===== src/rtl/hazard_ctrl_mc.sv =====
// Pipeline hazard unit: Execute-stage forwarding, load-use and redirect stall/flush,
// and a latency-counting FSM that holds the pipeline for multi-cycle Execute ops.
module hazard_ctrl_mc #(
  parameter int unsigned REG_AW   = 3,
  parameter int unsigned LAT_W    = 4,
  parameter bit          ZERO_REG = 1'b1,
  parameter int unsigned PERF_W   = 16
) (
  input  logic              clk,
  input  logic              rst,
  input  logic [REG_AW-1:0] Rs1D,
  input  logic [REG_AW-1:0] Rs2D,
  input  logic [REG_AW-1:0] Rs1E,
  input  logic [REG_AW-1:0] Rs2E,
  input  logic [REG_AW-1:0] RdE,
  input  logic [REG_AW-1:0] RdM,
  input  logic [REG_AW-1:0] RdW,
  input  logic              RegwriteM,
  input  logic              RegwriteW,
  input  logic [1:0]        ResultSrcE,
  input  logic              PCSrcE,
  input  logic              mc_startE,
  input  logic [LAT_W-1:0]  mc_latE,
  output logic [1:0]        Forward_A_E,
  output logic [1:0]        Forward_B_E,
  output logic              StallF,
  output logic              StallD,
  output logic              StallE,
  output logic              FlushD,
  output logic              FlushE,
  output logic              FlushM,
  output logic              mc_busy,
  output logic              mc_done,
  output logic [PERF_W-1:0] perf_stall_cnt
);

  typedef enum logic [0:0] {StIdle, StBusy} state_e;

  state_e             state_q, state_d;
  logic [LAT_W-1:0]   cnt_q, cnt_d;
  logic [PERF_W-1:0]  perf_q, perf_d;

  logic       mc_stall, lu, done_int;
  logic [1:0] fwd_a, fwd_b;

  function automatic logic reg_match(input logic [REG_AW-1:0] a, input logic [REG_AW-1:0] b);
    return (a == b) && (!ZERO_REG || (a != '0));
  endfunction

  always_comb begin
    fwd_a = 2'b00;
    if (RegwriteM && reg_match(RdM, Rs1E))      fwd_a = 2'b10;
    else if (RegwriteW && reg_match(RdW, Rs1E)) fwd_a = 2'b01;
    fwd_b = 2'b00;
    if (RegwriteM && reg_match(RdM, Rs2E))      fwd_b = 2'b10;
    else if (RegwriteW && reg_match(RdW, Rs2E)) fwd_b = 2'b01;
  end

  assign lu = (ResultSrcE == 2'b01) && (reg_match(RdE, Rs1D) || reg_match(RdE, Rs2D));

  // cnt holds the stall cycles still owed after the current one; the op's first
  // E cycle is spent in StIdle, so an L-cycle op loads L-2.
  always_comb begin
    state_d  = state_q;
    cnt_d    = cnt_q;
    mc_stall = 1'b0;
    unique case (state_q)
      StIdle: begin
        if (mc_startE && ((mc_latE >> 1) != '0)) begin
          mc_stall = 1'b1;
          state_d  = StBusy;
          cnt_d    = mc_latE - LAT_W'(2);
        end
      end
      StBusy: begin
        if (cnt_q != '0) begin
          mc_stall = 1'b1;
          cnt_d    = cnt_q - LAT_W'(1);
        end else begin
          state_d = StIdle;
        end
      end
      default: state_d = StIdle;
    endcase
  end

  assign done_int = (state_q == StBusy) && (cnt_q == '0);

  // All combinational outputs are forced low while reset is asserted.
  always_comb begin
    Forward_A_E = rst ? fwd_a : 2'b00;
    Forward_B_E = rst ? fwd_b : 2'b00;
    StallF      = rst && (mc_stall || (lu && !PCSrcE));
    StallD      = StallF;
    StallE      = rst && mc_stall;
    FlushD      = rst && !mc_stall && PCSrcE;
    FlushE      = rst && !mc_stall && (lu || PCSrcE);
    FlushM      = rst && mc_stall;
    mc_busy     = rst && mc_stall;
    mc_done     = rst && done_int;
  end

  always_comb begin
    perf_d = perf_q;
    if (StallF && !(&perf_q)) perf_d = perf_q + PERF_W'(1);
  end

  assign perf_stall_cnt = perf_q;

  always_ff @(posedge clk or negedge rst) begin
    if (!rst) begin
      state_q <= StIdle;
      cnt_q   <= '0;
      perf_q  <= '0;
    end else begin
      state_q <= state_d;
      cnt_q   <= cnt_d;
      perf_q  <= perf_d;
    end
  end

endmodule


===== config.mk =====
export PLATFORM = sky130hd
export DESIGN_NAME = hazard_ctrl_mc
export DESIGN_NICKNAME = d
export VERILOG_FILES = /design/src/rtl/hazard_ctrl_mc.sv
export SDC_FILE = /design/constraint.sdc
export NUM_CORES = 1
export LEC_CHECK = 0
export CAP_MARGIN = 20
export CORE_MARGIN = 4
export CORE_UTILIZATION = 42
export DETAILED_ROUTE_END_ITERATION = 12
export HOLD_SLACK_MARGIN = 0.02
export PLACE_DENSITY = 0.75
export SETUP_SLACK_MARGIN = 0.02
export SYNTH_ARGS = -nofsm -noshare
export SYNTH_HDL_FRONTEND = slang
export SYNTH_SLANG_ARGS = --single-unit

===== constraint.sdc =====
create_clock -name clk -period 5.05 [get_ports clk]
set_input_delay 0.505 -clock clk [delete_from_list [all_inputs] [get_ports clk]]
set_output_delay 0.505 -clock clk [all_outputs]
set_load 0.01 [all_outputs]

# Yosys cells after proc, flatten, opt, wreduce, memory -nomap -nowiden
# Index checks and enable logic that the tools add are counted.
[word_totals]
regBits = 21
in_bits = 33
out_inout_bits = 28
elab_cells = 63
[classes]
add_sub_neg = 3
eq_ne = 9
n_mux = 12
bitwise_logic = 1
reduce_logical = 35
[ops]
columns = ["op", "n"]
rows = [
  ["1-bit logical AND", 21],
  ["3-bit == test", 6],
  ["16-bit by 1-bit adder with 16-bit output (second input constant)", 1],
  ["16-bit AND reduction", 1],
  ["3-bit nonzero test", 3],
  ["2-bit two-way mux", 4],
  ["4-bit two-way mux", 2],
  ["4-bit one-hot mux with 2 select lines", 1],
  ["4-bit nonzero test", 2],
  ["4-bit zero test", 1],
  ["1-bit two-way mux", 4],
  ["4-bit by 1-bit subtractor with 4-bit output (second input constant)", 1],
  ["4-bit by 2-bit subtractor with 4-bit output (second input constant)", 1],
  ["1-bit zero test", 3],
  ["1-bit logical OR", 3],
  ["2-bit by 1-bit == test with 1-bit output (second input constant)", 1],
  ["2-bit by 1-bit inequality test with 1-bit output (second input constant)", 1],
  ["2-bit inequality test (second input constant)", 1],
  ["1-bit one-hot mux with 2 select lines", 1],
  ["2-bit AND reduction", 1],
  ["1-bit inverter", 1],
]

# Longest topological paths before layout
[depth]
ltp_word = 8
mapped_depth = 10
mapped_depth_nobuf = 9

# Worst setup path after synthesis
# OpenSTA, ideal clock, no wires.
[synth_path]
path_kind = "in2out"
from = "in mc_latE[1]"
to = "out StallE"
arrival_time_ns = 1.720
required_time_ns = 4.545
slack_ns = 2.825
path_stages = 9
n_path_buf = 1
cell_sequence = "inv_1 -> ha_1 -> ha_1 -> nand2b_1 -> nor2_1 -> a21oi_4 -> inv_1 -> and2_1 -> buf_4"
[synth_between]
elab_chain_len = 5
[synth_rtl]
columns = ["item", "line_no", "rtl"]
rows = [
  ["start, declared", "23", "input logic [LAT_W-1:0] mc_latE,"],
  ["4-bit nonzero test", "69", "if (mc_startE && ((mc_latE >> 1) != '0)) begin"],
  ["1-bit logical AND", "69", ""],
  ["1-bit two-way mux", "69", ""],
  ["1-bit one-hot mux with 2 select lines", "67", "unique case (state_q)"],
  ["named net mc_stall", "43", "logic mc_stall, lu, done_int;"],
  ["1-bit logical AND", "-", ""],
  ["end, declared", "28", "output logic StallE,"],
]
# The timed path passes the listed nets, and every way through them passes these cells.

# Worst setup path after layout
[layout_path]
from = "in mc_latE[1]"
to = "out mc_busy"
[layout_between]
elab_chain_len = 5
[layout_rtl]
columns = ["item", "line_no", "rtl"]
rows = [
  ["4-bit nonzero test", "69", ""],
  ["1-bit logical AND", "69", ""],
  ["1-bit two-way mux", "69", ""],
  ["1-bit one-hot mux with 2 select lines", "67", ""],
  ["named net mc_stall", "43", ""],
  ["1-bit logical AND", "99", "mc_busy = rst && mc_stall;"],
  ["end, declared", "32", "output logic mc_busy,"],
]
# The timed path passes the listed nets, and every way through them passes these cells.

==> impl_metrics.ini <==
[outcome]
status = finished clean

[timing]
relSlewSlack = 0.4396
rsz0062_at_grt = false
setup_viol = 0
hold_viol = 0
fin_crit_sh = 0.6411
tns_ps = 0
tightestPinTransition_ps = 840.6
fin_crit_ps = 3238
max_clock_freq_mhz = 308.9
clock_skew_ps = 2.680
maxSlewViolCount = 0

[layout]
diodes = 0
fin_nets = 255
area.growth.synth_to_final_pct = 42.49
final_common_cell = clkdlybuf4s50_1
drive_gt1_frac = 0.1157
fill_cells = 300
final_cells = 262
mostFrequentLayoutCells = clkdlybuf4s50_1 (60), dfrtp_1 (21), xnor2_1 (19)

[logic_synthesis]
syn_inst = 159
ys_seq_area_frac = 0.3412
ys_warn_count = 0
synth_nets = 197
synth_area_um2 = 1540
avgSynthCellArea_um2 = 9.687
ys_seq_elements = 21
synth_cell_type_count = 41

[clock_tree]
cts_tree = done
htreeDepth = 1
cts.clk_slew.worst_paths_ps = 70
clock_sinks = 21
clockRootBuffer = clkbuf_8
cts_made_buffers = 3
clock_latency_ps = 260
hold_buffers = 0
clockBufferDepth = 2
cts_resized = 0
postCtsSetupBuffers = 0

[route]
vias = 1311
ant_nets = 0
dr.pass1.iters = 4
drc = 0
avgRoutedWirePerCell_um = 14.05
routed_wl_um = 3682
drt_iter0_drc = 114
vias_per_cell = 5.004

[critical_path]
startpoint_type = input pin
required_ps = 4550
crit_type = input pin to output port
path_max_fanout = 8
critPathCaptureType = output port
crit_buf_inv = 4
critPathMaxStageDelay_ps = 550
cp_slowest_cell = clkdlybuf4s50_1
cpLargestDelayFamily = buffers and inverters
crit_chain = clkdlybuf4s50_1 -> inv_1 -> ha_1 -> ha_1 -> nand2b_1 -> nor2_1 -> a21oi_4 -> inv_1 -> and2_1 -> clkdlybuf4s50_1
cp.arrival_ps = 2730

[placed_design]
dpl.cell_count = 258
port_buffers = 60
dp_hpwl_um = 3091
place_congestion = 0.8079

[die]
die-area_um2 = 4700
rows = 21
design.core.area_um2 = 3442
fp.dieH_um = 68.56
ios = 61
start_util = 0.4475
fp.dieW_um = 68.56

[grt]
grt_usage = 0.1707
grt_pass1_wl_um = 6078
grt_pass1_vias = 1343
antenna_found_initial = 0
grt_overflow_total = 0
grt_max_degree = 18

[power_and_ir_drop]
powerDensity_nw_per_um2 = 336.2
peakVddDrop_uv = 210.8
leakage_nw = 0.8950

[job]
cap_violations = 0

[worst_hold_path]
worstHoldPathType = flop to flop
[synth_stat cells (all sizes together)]
cell type | count | area [um^2]
o21ai | 2 | 13.76
and4 | 2 | 20.02
nor3b | 3 | 22.52
and2 | 3 | 18.77
nor3 | 8 | 50.05
buf | 5 | 45.04
nor2 | 11 | 41.29
ha | 5 | 62.56
a31oi | 3 | 18.77
xor2 | 9 | 78.83
xnor2 | 20 | 182.7
nor4b | 2 | 23.77
nand2b | 2 | 12.51
inv | 8 | 30.03
a21boi | 1 | 11.26
nand4 | 7 | 58.81
nor4 | 2 | 12.51
dfrtp | 21 | 525.5
o31ai | 1 | 12.51
a21oi | 8 | 55.06
clkbuf | 3 | 12.51
a32o | 1 | 10.01
a311oi | 1 | 8.760
o211a | 1 | 10.01
mux2 | 3 | 33.78
mux2i | 3 | 30.03
and3 | 5 | 32.53
nand2 | 11 | 41.29
nand3 | 8 | 65.06
[through the flow]
stage	setup WS, ps	cell area, um^2	util	hold WS [ps]	total power (W)
2_1_floorplan	2825	1540	-	209.4	0.0004997
3_3_place_gp	1895	2148	0.6241	494.8	0.0006238
3_5_place_dp	1803	2148	0.6241	490.2	0.0006352
4_1_cts	1797	2195	0.6376	508.8	0.0007476
5_1_grt	1654	2195	0.6376	544.5	0.0007994
6_report	1812	2195	0.6376	500.8	0.0007377
[cells by family after synthesis]
kind of cell | count (synthesis) | share of synthesized area
DFF | 21 | 0.3412
adders and majority gates | 5 | 0.04062
xor gates and xnor gates | 29 | 0.1698
muxes | 6 | 0.04143
AOI/OAI and AO/OA | 18 | 0.09099
buffers and inverters | 16 | 0.05686
and+or+nand+nor | 64 | 0.2591
[power breakdown]
group,switching [W],total (W),internal (W)
Combinational,0.000168,0.000357,0.000188
Sequential,0.0000593,0.000272,0.000213
Clock,0.0000536,0.000109,0.0000549
Total,0.000281,0.000738,0.000456
[metal layers]
layer,share of wire,global-route usage
met2,0.52,0.2908
met1,0.44,0.2244
met4,0.0038,0.04963
met5,0,0
met3,0.039,0.02269
[worst paths after layout]
path	startpoint	end	slack, ps	cells after the start
max	mc_latE[1]	mc_busy	1810	10
min	perf_stall_cnt[10]	perf_stall_cnt[10]	500	1
max reg2reg	perf_stall_cnt[0]	perf_stall_cnt[1]	2920	5
min reg2reg	perf_stall_cnt[10]	perf_stall_cnt[10]	500	1
max in group asynchronous	rst	perf_stall_cnt[12]	3870	2
min in group asynchronous	rst	cnt_q[0]	580	1
[sequential cells by signal, indices dropped and copies added, names as in the netlist]
| name | count |
|---|---|
| perf_stall_cnt | 16 |
| cnt_q | 4 |
| state_q | 1 |
[cell type report]
class,count,area (um^2),area share
Multi-Input combinational cell,122,927.1,0.4225
Timing Repair Buffer,61,608.1,0.2771
Sequential cell,21,525.5,0.2395
Tap cell,46,57.56,0.02623
Clock buffer,3,41.29,0.01881
Inverter,8,30.03,0.01368
Clock inverter,1,5.005,0.002281
Power figures use the tool's default switching activity.
